<file path="src/rtl/sram_access_ctrl.sv">
// sram_access_ctrl: two-requester round-robin controller sequencing precharge,
// wordline, write-drive and sense strobes for a 32-word SRAM macro.
module sram_access_ctrl #(
  parameter int DATA_W    = 8,
  parameter int WL_CYCLES = 2
) (
  input  logic              clk,
  input  logic              rst_n,
  input  logic [1:0]        req_valid,
  input  logic [1:0]        req_we,
  input  logic [4:0]        req_addr0,
  input  logic [4:0]        req_addr1,
  input  logic [DATA_W-1:0] req_wdata0,
  input  logic [DATA_W-1:0] req_wdata1,
  output logic [1:0]        req_ready,
  output logic              rsp_valid,
  output logic              rsp_id,
  output logic [DATA_W-1:0] rsp_rdata,
  output logic [4:0]        dec_a,
  output logic              dec_enbl,
  output logic              pchg,
  output logic              wr_drv,
  output logic [DATA_W-1:0] wdata_out,
  output logic              sae,
  input  logic [DATA_W-1:0] sram_rdata
);
  typedef enum logic [1:0] {IDLE, PCHG, WL, DONE} state_t;
  state_t state, state_n;
  logic [3:0] cnt, cnt_n;
  logic last, gnt, accept, we_q, id_q;
  logic [4:0] addr_q;
  logic [DATA_W-1:0] wdata_q;
  always_comb begin
    gnt = &req_valid ? ~last : req_valid[1];
    accept = state == IDLE && |req_valid;
    req_ready = (accept && rst_n) ? (gnt ? 2'b10 : 2'b01) : 2'b00;
    state_n = state;
    cnt_n = cnt;
    case (state)
      IDLE: state_n = accept ? PCHG : IDLE;
      PCHG: begin
        state_n = WL;
        cnt_n = 4'(WL_CYCLES - 1);
      end
      WL: begin
        state_n = cnt == 4'd0 ? DONE : WL;
        cnt_n = cnt == 4'd0 ? cnt : cnt - 4'd1;
      end
      default: state_n = IDLE;
    endcase
  end
  // Strobes are registered from the next state so they toggle cleanly on the edge.
  always_ff @(posedge clk or negedge rst_n) begin
    if (!rst_n) begin
      state <= IDLE;
      cnt <= '0;
      last <= 1'b1;
      we_q <= 1'b0;
      id_q <= 1'b0;
      addr_q <= '0;
      wdata_q <= '0;
      pchg <= 1'b0;
      dec_enbl <= 1'b0;
      wr_drv <= 1'b0;
      sae <= 1'b0;
      rsp_valid <= 1'b0;
      rsp_id <= 1'b0;
      rsp_rdata <= '0;
      dec_a <= '0;
      wdata_out <= '0;
    end else begin
      state <= state_n;
      cnt <= cnt_n;
      pchg <= state_n == PCHG;
      dec_enbl <= state_n == WL;
      wr_drv <= state_n == WL && we_q;
      sae <= state_n == WL && !we_q && cnt_n == 4'd0;
      rsp_valid <= state_n == DONE;
      if (accept) begin
        last <= gnt;
        id_q <= gnt;
        we_q <= req_we[gnt];
        addr_q <= gnt ? req_addr1 : req_addr0;
        wdata_q <= gnt ? req_wdata1 : req_wdata0;
      end
      if (state_n == WL) dec_a <= addr_q;
      if (state_n == WL && we_q) wdata_out <= wdata_q;
      if (state_n == DONE) rsp_id <= id_q;
      if (sae) rsp_rdata <= sram_rdata;
    end
  end
endmodule

</file>
<file path="config.mk">
export PLATFORM = sky130hd
export DESIGN_NAME = sram_access_ctrl
export DESIGN_NICKNAME = d
export VERILOG_FILES = /design/src/rtl/sram_access_ctrl.sv
export SDC_FILE = /design/constraint.sdc
export NUM_CORES = 1
export LEC_CHECK = 0
export ABC_AREA = 1
export BUFFER_PORTS_ARGS = -buffer_cell sky130_fd_sc_hd__buf_2
export CAP_MARGIN = 0
export CORE_ASPECT_RATIO = 0.9
export CORE_MARGIN = 3
export CORE_UTILIZATION = 45
export DETAILED_ROUTE_END_ITERATION = 10
export PLACE_DENSITY = 0.81
export RECOVER_POWER = 25
export SLEW_MARGIN = 15
export SYNTH_ARGS = -nofsm -noshare
export SYNTH_HDL_FRONTEND = slang
export SYNTH_SLANG_ARGS = --single-unit
</file>
<file path="constraint.sdc">
create_clock -name clk -period 1.4 [get_ports clk]
set_input_delay 0.14 -clock clk [delete_from_list [all_inputs] [get_ports clk]]
set_output_delay 0.14 -clock clk [all_outputs]
set_load 0.005 [all_outputs]
</file>
* Word level (Yosys, flattened, before mapping) *
Cells that the tools add are included.
Widths: inputs -> output; s select.

operators by class
  add/subtract/negate cells = 1
  magnitude comparators = 1
  equal/unequal tests = 5
  muxes and demuxes = 12
  bitwise gates (word level) = 1
  reduce and logical (&&, ||, !) cells = 11

operators with widths
  operator             count
  $logic_not 4->1      2
  $mux 8               1
  $pmux 4 s2           1
  $eq 2x2->1 const B   3
  $pmux 2 s3           1
  $logic_and 1x1->1    5
  $mux 1               5
  $mux 5               1
  $eq 2x1->1 const B   2
  $mux 2               2
  $mux 4               1
  $sub 4x1->4 const B  1
  $logic_not 2->1      1
  $lt 1x2->1 const B   1
  $reduce_and 2->1     1
  $reduce_or 2->1      1
  $logic_not 1->1      1
  $not 1->1            1

storage, ports and cells
  flip-flop bits (word level) = 49
  input port bits = 40
  logic and storage cells = 47

* Longest topological paths before layout *
  word-level depth = 7
  depth in mapped cells = 11
  gate-level depth less buffers = 11

* Worst setup path after synthesis *
No wires, ideal clock.

  path kind = flip-flop to flip-flop
  from = reg state[0]
  to = reg sae
  setup time = 0.115 ns
  arrival time = 1.318 ns
  path slack = -0.033 ns
  stages on the path, launching flop included = 10
  buffers on the path = 0
  clock period less this slack = 1.433 ns
  cell sequence = dfrtp_1 inv_1 ha_1 nand2_1 a21oi_1 nand2_1 nand2_1 nor2_1 nand2_1 nor2_1

RTL lines
  what                                line  text
  start: declaration                  28    state_t state, state_n;
  start signal: assignment            72    state <= state_n;
  $eq 2x2->1 (tied with other cells)  39    case (state)
  $pmux 2 s3 *                        39
  net state_n[1]                      28
  $eq 2x2->1 *                        77    sae <= state_n == WL && !we_q && cnt_n == 4'd0;
  $logic_and 1x1->1 * (2 in series)   77
  end signal: assignment              65    sae <= 1'b0;
  end signal: assignment              77
  end: declaration                    24    output logic sae,

Mark *: on every way through the listed nets, which the timed path passes. The rest lies on a longest branch.
A chain may end at the register's enable or synchronous reset.

* Final worst setup path *
  from = reg last
  to = out req_ready[1]

on the way
  longest elaborated chain between the ends = 4

ends and longest elaborated chain
  what                      line  text
  start: declaration        30    logic last, gnt, accept, we_q, id_q;
  start signal: assignment  80    last <= gnt;
  $not 1->1                 34    gnt = &req_valid ? ~last : req_valid[1];
  $mux 1                    34
  $mux 2 (2 in series)      36    req_ready = (accept && rst_n) ? (gnt ? 2'b10 : 2'b01) : 2'b00;
  end: declaration          15    output logic [1:0] req_ready,

No other way between the ends.

==> flow_metrics.tcl <==
set metrics [dict create \
    status "finished, violations left" \
    violations "setup timing" \
    finalSetupTns_ns -1.021 \
    critPathMaxFanout 4 \
    wl_per_cell_um 14.13 \
    crit_type "reg -> out" \
    min_path_type "in -> reg" \
    die_x_um 78.56 \
    synth.distinct_cells 25 \
    h-tree-depth 2 \
    totalWireLength_mm 5.426 \
    cp-end-kind "primary output" \
    rsz0062_at_grt "yes" \
    max_cap_violations 0 \
    setup_viol_count_final 18 \
    syn2layout_area_growth_pct 43.37 \
    clkLatencyLatePin_ns 0.30 \
    p_leak_nw 1.569 \
    layout.nets 366 \
    antenna_found_initial 0 \
    post-route-min-period_ns 1.523 \
    path_clk_slew_ns 0.08 \
    syn-num-nets 269 \
    clock_skew_ns 0.005331 \
    fmax_mhz 656.5 \
    hold_violations 0 \
    yosysTopAreaCell "dfrtp_1" \
    cts_tree "built" \
    synth_top_family_by_area "simple AND/OR/NAND/NOR gates" \
    dr.pass1.iters 4 \
    min_period_over_period 1.088 \
    drc 0 \
    overflow 0 \
    dp.final_hpwl_mm 3.423 \
    grt_usage 0.1864 \
    initial_core_util 0.4719 \
    power_density_nw_per_um2 2502 \
    grt_pass1_vias 1855 \
    ys.warnings.count 0 \
    synth-seq-cells 49 \
    final_layout_size_suffix_gt1_frac 0.5124 \
    worst_ir_drop_vdd_v 0.001202 \
    dp_worst_setup_slack_ns -0.1221 \
    synthMuxAreaShare 0.04225 \
    synth_seq_area_share 0.5757 \
    vias 1865 \
    clockRootBuffer "clkbuf_8" \
    synth_top_area_frac 0.5634 \
    synthSimpleGateAreaFrac 0.1860 \
    syn-cell-area_sq_um 2132 \
    port_buffers 68 \
    clockBufferDepth 2 \
    grt_pass1_wl_mm 8.135 \
    synth_compound_area_frac 0.1045 \
    grt_max_degree 50 \
    syn_avg_cell_area_sq_um 9.518 \
    tightest_slew_ns 1.173 \
    die_h_um 71.30 \
    antenna_cells 0 \
    postCtsHoldBufs 0 \
    design.core.area_sq_um 4518 \
    synth_xor_area_frac 0.004108 \
    antenna_left 0 \
    die-area_sq_um 5601 \
    drtIter0Drc 94 \
    synth_fa_ha_area_frac 0.02934 \
    arrival_ns 1.38 \
    viasPerCell 4.857 \
    cts_made_buffers 5 \
    gp_congestion 0.8078 \
    synth_cells 224 \
    fillers 352 \
    start_kind "flip-flop" \
    slew_viol_final 0 \
    slew_headroom 0.2182 \
    io_pins 69 \
    worst_slack_ns -0.1232 \
    netlist_top_cells_area "dfrtp_1, nand2_1, o21ai_0" \
    clkSinkCount 49 \
    required_ns 1.26 \
    num_rows 23 \
]
[area by class of cell]
| type | count | area, sq um | area share |
|---|---|---|---|
| Multi-Input combinational cell | 146 | 991.0 | 0.3242 |
| Tap cell | 62 | 77.57 | 0.02538 |
| Clock buffer | 7 | 76.32 | 0.02497 |
| Timing Repair Buffer | 96 | 579.3 | 0.1895 |
| Clock inverter | 1 | 7.507 | 0.002456 |
| Sequential cell | 49 | 1227 | 0.4016 |
| Inverter | 23 | 97.59 | 0.03193 |
[cells by family after synthesis]
group / count (synthesis)
simple gates: 93
flops: 49
compound gates: 38
buf+inv: 30
mux: 8
fa+ha+maj: 5
xor+xnor: 1
[through the flow]
stage / std cells / util / power [mW] / hold slack, ns / area (sq um)
detailed placement: 362 / 0.5843 / 5.494 / 0.3347 / 2640
floorplan: 224 / - / 4.325 / -0.1556 / 2135
global route: 384 / 0.6765 / 8.192 / 0.06661 / 3057
global placement: 362 / 0.5843 / 5.362 / 0.3419 / 2640
finish: 384 / 0.6765 / 7.649 / 0.07591 / 3057
CTS: 379 / 0.6433 / 6.985 / 0.009827 / 2907
[worst paths after layout]
| check | cells after the start | slack, ns | end | from |
|---|---|---|---|---|
| worst min register to register | 2 | 0.48 | wdata_out[0]$_DFFE_PN0P_ | wdata_out[0]$_DFFE_PN0P_ |
| max in group asynchronous | 2 | 0.48 | dec_a[1]$_DFFE_PN0P_ | rst_n |
| worst max-delay path | 6 | -0.12 | req_ready[1] | last$_DFFE_PN1P_ |
| worst max register to register | 12 | -0.11 | sae$_DFF_PN0_ | state[0]$_DFF_PN0_ |
| min in group asynchronous | 2 | 0.22 | addr_q[4]$_DFFE_PN0P_ | rst_n |
| worst min-delay path | 2 | 0.08 | rsp_rdata[7]$_DFFE_PN0P_ | sram_rdata[7] |
[power by group]
part           internal (mW)  total [mW]  switching (mW)  leakage [nW]
Sequential              2.09        2.48           0.392         0.607
Combinational           2.03        4.36            2.33         0.923
Clock                  0.354       0.799           0.445        0.0385
[registers in the layout, summed over array words and instances, names as in the netlist]
| signal | flops |
|---|---|
| rsp_rdata | 8 |
| wdata_out | 8 |
| wdata_q | 8 |
| addr_q | 5 |
| dec_a | 5 |
| cnt | 4 |
| state | 2 |
| dec_enbl | 1 |
| id_q | 1 |
| last | 1 |
| pchg | 1 |
| rsp_id | 1 |
| rsp_valid | 1 |
| sae | 1 |
| we_q | 1 |
| wr_drv | 1 |
[layer usage]
layer | global-route usage | up-vias | share of wire
li1 | - | 903 | -
met5 | 0 | - | 0
met2 | 0.3346 | 81 | 0.52
met3 | 0.03643 | 14 | 0.069
met1 | 0.2233 | 867 | 0.39
met4 | 0.06602 | 0 | 0.025
[synthesized netlist by cell type]
cell type / instances
mux2_2: 8
o22ai_1: 6
nand2_1: 61
nand2_4: 3
a21oi_1: 2
inv_1: 22
nand2_2: 1
dfstp_2: 1
nor2_2: 2
o21a_1: 1
ha_1: 5
buf_6: 1
nor2_1: 21
o21ai_2: 6
dfrtp_1: 48
nor3_1: 1
nand3_1: 2
o21ai_0: 20
clkbuf_1: 3
inv_2: 1
o21ai_1: 3
nor2_4: 1
xor2_1: 1
buf_2: 3
nand3_2: 1
[layout by cell type (no fill, tap or decap), drive strengths merged]
master and instances:
a21oi 2, buf 95, clkbuf 8, clkinvlp 2, dfrtp 48, dfstp 1, ha 5, inv 22
mux2 8, nand2 65, nand3 3, nor2 25, nor3 1, o21a 1, o21ai 29, o22ai 6
xor2 1
[critical path, cell delays in order (launching register included)]
cell	delay (ns)
dfstp_2	0.55
nand2_2	0.05
nand2_2	0.08
clkinvlp_4	0.14
nand2_2	0.12
nor2_2	0.04
buf_2	0.12
[timing repair]
action,in CTS,in global routing
setup endpoints to repair,18,33
buffers inserted,8,5
gates cloned,1,0
pin swaps,12,17
gates resized for setup,30,46
No activity file was read; power rests on OpenSTA's default activity.
